===== config.mk =====
export PLATFORM = sky130hd
export DESIGN_NAME = subtract_core
export DESIGN_NICKNAME = d
export VERILOG_FILES = /design/src/rtl/sub_pkg.sv /design/src/rtl/full_subtractor.sv /design/src/rtl/subtract_core.sv
export SDC_FILE = /design/constraint.sdc
export NUM_CORES = 1
export LEC_CHECK = 0
export BUFFER_PORTS_ARGS = -buffer_cell sky130_fd_sc_hd__buf_2
export CORE_AREA = 2 2 39 41
export DETAILED_ROUTE_END_ITERATION = 7
export DIE_AREA = 0 0 41 43
export GPL_TIMING_DRIVEN = 0
export PLACE_DENSITY = 0.48
export SLEW_MARGIN = 40
export SYNTH_ARGS = -nofsm -noshare
export SYNTH_HDL_FRONTEND = slang
export SYNTH_SLANG_ARGS = --single-unit

===== constraint.sdc =====
create_clock -name clk -period 0.8 [get_ports clk]
set_input_delay 0.04 -clock clk [delete_from_list [all_inputs] [get_ports clk]]
set_output_delay 0.04 -clock clk [all_outputs]
set_load 0.03 [all_outputs]

===== src/rtl/sub_pkg.sv =====
// Shared constants and types for the unsigned subtractor used in the RSA datapath.
package sub_pkg;

   localparam int SUB_WIDTH = 4;

   typedef logic [SUB_WIDTH-1:0] sub_word_t;

endpackage : sub_pkg


===== src/rtl/full_subtractor.sv =====
// One-bit full-subtractor cell: diff = a - b - bin, with borrow out.
module full_subtractor (
   input  logic a,
   input  logic b,
   input  logic bin,
   output logic diff,
   output logic bout
);

   assign diff = a ^ b ^ bin;
   // Borrow when b exceeds a, or when they match and a borrow ripples in.
   assign bout = (~a & b) | (~(a ^ b) & bin);

endmodule : full_subtractor


===== src/rtl/subtract_core.sv =====
// Unsigned ripple-borrow subtractor with one registered output stage.
// d = a - b mod 2^WIDTH; aBigB = 1 when a >= b (no final borrow).
module subtract_core
   import sub_pkg::*;
#(
   parameter int WIDTH = SUB_WIDTH
) (
   input  logic             clk,
   input  logic             rst,
   input  logic             in_valid,
   input  logic [WIDTH-1:0] a,
   input  logic [WIDTH-1:0] b,
   output logic [WIDTH-1:0] d,
   output logic             aBigB,
   output logic             out_valid
);

   logic [WIDTH:0]   borrow_p0;
   logic [WIDTH-1:0] diff_p0;

   logic [WIDTH-1:0] d_p1;
   logic             abigb_p1;
   logic             vld_p1;

   assign borrow_p0[0] = 1'b0;

   // ---- stage p0: combinational borrow chain ----
   for (genvar i = 0; i < WIDTH; i++) begin : g_chain
      full_subtractor u_fs (
         .a    (a[i]),
         .b    (b[i]),
         .bin  (borrow_p0[i]),
         .diff (diff_p0[i]),
         .bout (borrow_p0[i+1])
      );
   end

   // ---- stage p1: capture result only on valid so idle/X inputs never load ----
   always_ff @(posedge clk or posedge rst) begin
      if (rst) begin
         d_p1     <= '0;
         abigb_p1 <= 1'b0;
         vld_p1   <= 1'b0;
      end else begin
         vld_p1 <= in_valid;
         if (in_valid) begin
            d_p1     <= diff_p0;
            abigb_p1 <= ~borrow_p0[WIDTH];
         end
      end
   end

   assign d         = d_p1;
   assign aBigB     = abigb_p1;
   assign out_valid = vld_p1;

endmodule : subtract_core


; ---- Word-level counts from Yosys, hierarchy flattened
; Index checks and enable logic that the tools add are counted.
[word_totals]
reg_bits = 6
input_bits = 11
out_inout_bits = 6
wordCells = 28
[op_classes]
bitwise_logic = 25
[ops]
columns = cell, count
row1 = 1-bit inverter, 8
row2 = 1-bit bitwise AND, 7
row3 = 1-bit XOR, 7
row4 = 1-bit OR, 3

; ---- Depth between registers and ports, before layout
[depth]
word_depth = 9
mapped_depth = 6

; ---- Modules after synthesis
; Synthesis repeated with hierarchy kept, for this count alone.
[unflattened]
cells_unflattened = 30
hier_area_um2 = 341.6
[by_module_without_submodules]
columns = module, n_inst, cells_per_inst, area_per_inst_um2
row1 = subtract_core, 1, 14, 216.5
row2 = full_subtractor, 4, 4, 31.3

; ---- Least setup slack after synthesis
; No wires, ideal clock.
[synth_timing]
path_type = input -> register
from = input port a[0]
to = register d_p1[3], in the netlist d[3]
setup_ns = 0.121
arrival_time_ns = 1.534
required_time_ns = 0.679
setup_slack_ns = -0.855
stages = 6
n_path_buf = 0
path_cell_list = inv_1 > ha_1 > fa_1 > fa_1 > fa_1 > a21oi_1
[synth_via]
elab_chain_len = 7
[synth_lines]
columns = element, line_no
row1 = start: declaration, subtract_core.sv:11  ; input logic [WIDTH-1:0] a,
row2 = 1-bit inverter, full_subtractor.sv:12  ; assign bout = (~a & b) | (~(a ^ b) & bin);
row3 = 1-bit bitwise AND (2 in a row), full_subtractor.sv:12
row4 = 1-bit OR, full_subtractor.sv:12
row5 = 1-bit bitwise AND, full_subtractor.sv:12
row6 = 1-bit OR, full_subtractor.sv:12
row7 = 1-bit XOR, full_subtractor.sv:10  ; assign diff = a ^ b ^ bin;
row8 = end signal: assignment, subtract_core.sv:47  ; d_p1 <= diff_p0;
row9 = end: declaration, subtract_core.sv:21  ; logic [WIDTH-1:0] d_p1;
; Every way passes these cells.
; A chain may end at the register's enable or synchronous reset.

; ---- Worst setup path after layout
; Same ends and word-level chain as after synthesis.

==> out/metrics.cfg <==
[sta]
finalCritPeriodShare = 1.801
hold_viol = 0
fmaxAchievable_ghz = 0.6940
period_minus_slack_ps = 1441
slew_violations = 0
finalSetupViolations = 5
relSlewSlack = 0.8408
rsz0062_at_grt = true
worst_pin_slew_ps = 238.5
setup_ws_ps = -641.0
finClkSkew_ps = 0

[synthesis]
yosysWarnings = 0
syn-mean-instance-area_um2 = 11.41
synth_top_area_frac = 0.5063
ys_ff_latch = 6
syn_nets = 41
ys_types = 7
syn-cell-area_um2 = 296.5
syn_inst = 26
yosys.area.top_type = dfrtp_1
synth.area.top_cells = dfrtp_1, fa_1, a21oi_1
seq_area_frac_synth = 0.5063

[floorplan]
dieHeight_um = 43
start_util = 0.2143
core_mm2 = 0.001384
dieWidth_um = 41
dieArea_mm2 = 0.001763
io_pins = 17
num_rows = 14

[critical_path]
worstSetupEndpointType = register
path_buf_inv = 2
worstSetupPathType = primary input to register
r2r.worst_path.cells = 2
cp-start-kind = primary input
crit_path_top_delay_cell = fa_2
crit_arrival_ps = 1570
cp_common_cell = fa_2
path_cells = buf_8 -> inv_12 -> ha_4 -> fa_2 -> fa_2 -> fa_2 -> a21oi_2
critPathTopFamily = adder cells
cp_max_fo = 1
worst_ep_required_time_ps = 930
crit_cells = 7
cpPeakStageDelay_ps = 530

[clock_tree]
post_cts_buffers = 0
cts-root-buf = clkbuf_4
cts_buffer_depth = 2
clkLatencyLatePin_ps = 240
clock-sinks = 6
cts_buffers = 3
cts_tree = done
clkTransAtPathRegs_ps = 40
htreeDepth = 1

[cells_and_area]
n_antenna_cell = 0
drive_gt1_frac = 0.5745
nFillCells = 141
seq_area_um2 = 150.1
fin_util = 0.3807
fin_nets = 64
multi_input_area_um2 = 143.9
final_cells = 63
final_area_um2 = 526.8
syn2layout_area_growth_pct = 77.64

[routing]
routedWlPerCell_um = 8.762
ant_nets = 0
wl_um = 552
viasPerCell = 3.825
route.detailed.drc = 0
drt-pass1-iter-count = 1
dr.first_iter.drc_count = 0
vias = 241

[status]
status = finished with violations
violations = setup timing

[placement]
dpl.hpwl_um = 441.1
place_inst = 58
place_area_um2 = 429.2
io_buffers = 16
place.gp.congestion = 0.6047

[pwr]
p_per_area_mw_per_mm2 = 1835
power_frac_seq = 0.385
switchingPower_uw = 296.5
clock_power_share = 0.279
combPwrFrac = 0.336
internal-power_uw = 669.9
ir_worst_vdd_v = 0.0007713
p_leak_uw = 0.0002487
switching_share = 0.3068

[grt]
globalRouteTotalUtil = 0.07317
grt_pass1_vias = 251
grt_first_pass_wirelength_um = 828
grt_max_degree = 11
antenna_found_initial = 0
grt_overflow_total = 0

[worst_hold_path]
min_path_cells = 3
hold_class = primary input to register

[flow_run]
maxCapViolCount = 0

==> sequential cells by signal, summed over array words and instances (netlist names) <==
name / count
out_valid: 1
aBigB: 1
d: 4
==> tightest hold or removal path, cell delays in order <==
cell and delay (ps):
buf_2 100, ha_4 110, a21oi_1 50
==> cells in the final DEF, fill, tap and decap left out <==
cell           n
buf_2          9
buf_6          7
dfrtp_1        6
nor2_1         5
inv_1          4
a21oi_1        3
fa_2           3
clkbuf_4       3
a21oi_2        2
dlygate4sd3_1  2
inv_12         1
ha_4           1
buf_8          1
==> cell type report <==
class,instances,area share
tap,16,0.03800
timing repair buffer,18,0.2803
buffer,1,0.02138
sequential,6,0.2850
inverter,5,0.05938
clock buffer,3,0.04276
multi-input combinational,14,0.2732
==> synthesized netlist by cell type <==
cell type	instances
dfrtp_1	6
inv_1	5
buf_6	1
a21oi_1	5
ha_1	1
fa_1	3
nor2_1	5
==> logic make-up after synthesis <==
family	synth area share
adder cells (fa/ha/maj)	0.2447
AND/OR/NAND/NOR	0.06330
flip-flops	0.5063
AO/OA/AOI/OAI	0.08437
buffers and inverters	0.1013
==> path summary, 6_finish.rpt <==
| path | from | to | slack, ps |
|---|---|---|---|
| max | a[0] | d[3] | -640 |
| min | b[0] | d[0] | 110 |
| max reg2reg | d[3] | d[3] | 140 |
| min reg2reg | d[2] | d[2] | 550 |
| max in group asynchronous | rst | aBigB | 350 |
| min in group asynchronous | rst | d[3] | 260 |
==> stage by stage <==
step	setup TNS (ps)	worst slack [ps]	hold slack, ps	power, µW
4_1_cts	-1480	-644.7	105.4	985.4
6_report	-1430	-641.0	107.0	966.4
2_1_floorplan	-1782	-748.3	-169.0	531.5
3_3_place_gp	-2683	-976.7	-34.78	623.9
3_5_place_dp	-2713	-986.0	-31.69	626.0
5_1_grt	-1613	-663.5	120.3	1021
==> repair_timing <==
action / CTS / global route
resized for setup: 17 / 0
hold buffers: 2 / 0
setup endpoints to repair: 10 / 8
hold endpoints to repair: 7 / 0
pin swaps: 1 / 0
==> power groups by stage <==
stage               Clock (µW)  Sequential (µW)  Combinational, µW
floorplan                    0              450               81.7
global route               290              377                354
global placement             0              368                256
detailed placement           0              366                260
CTS                        281              372                332
finish                     270              372                325
==> metal layers <==
metal | share of wire | GRT usage | vias to the layer above
li1 | - | - | 123
met1 | 0.43 | 0.08027 | 108
met2 | 0.45 | 0.1031 | 10
met3 | 0.12 | 0.04712 | 0
met4 | 0 | 0.04000 | 0
met5 | 0 | 0 | -
Note: power is estimated with default switching activity, not from simulation.
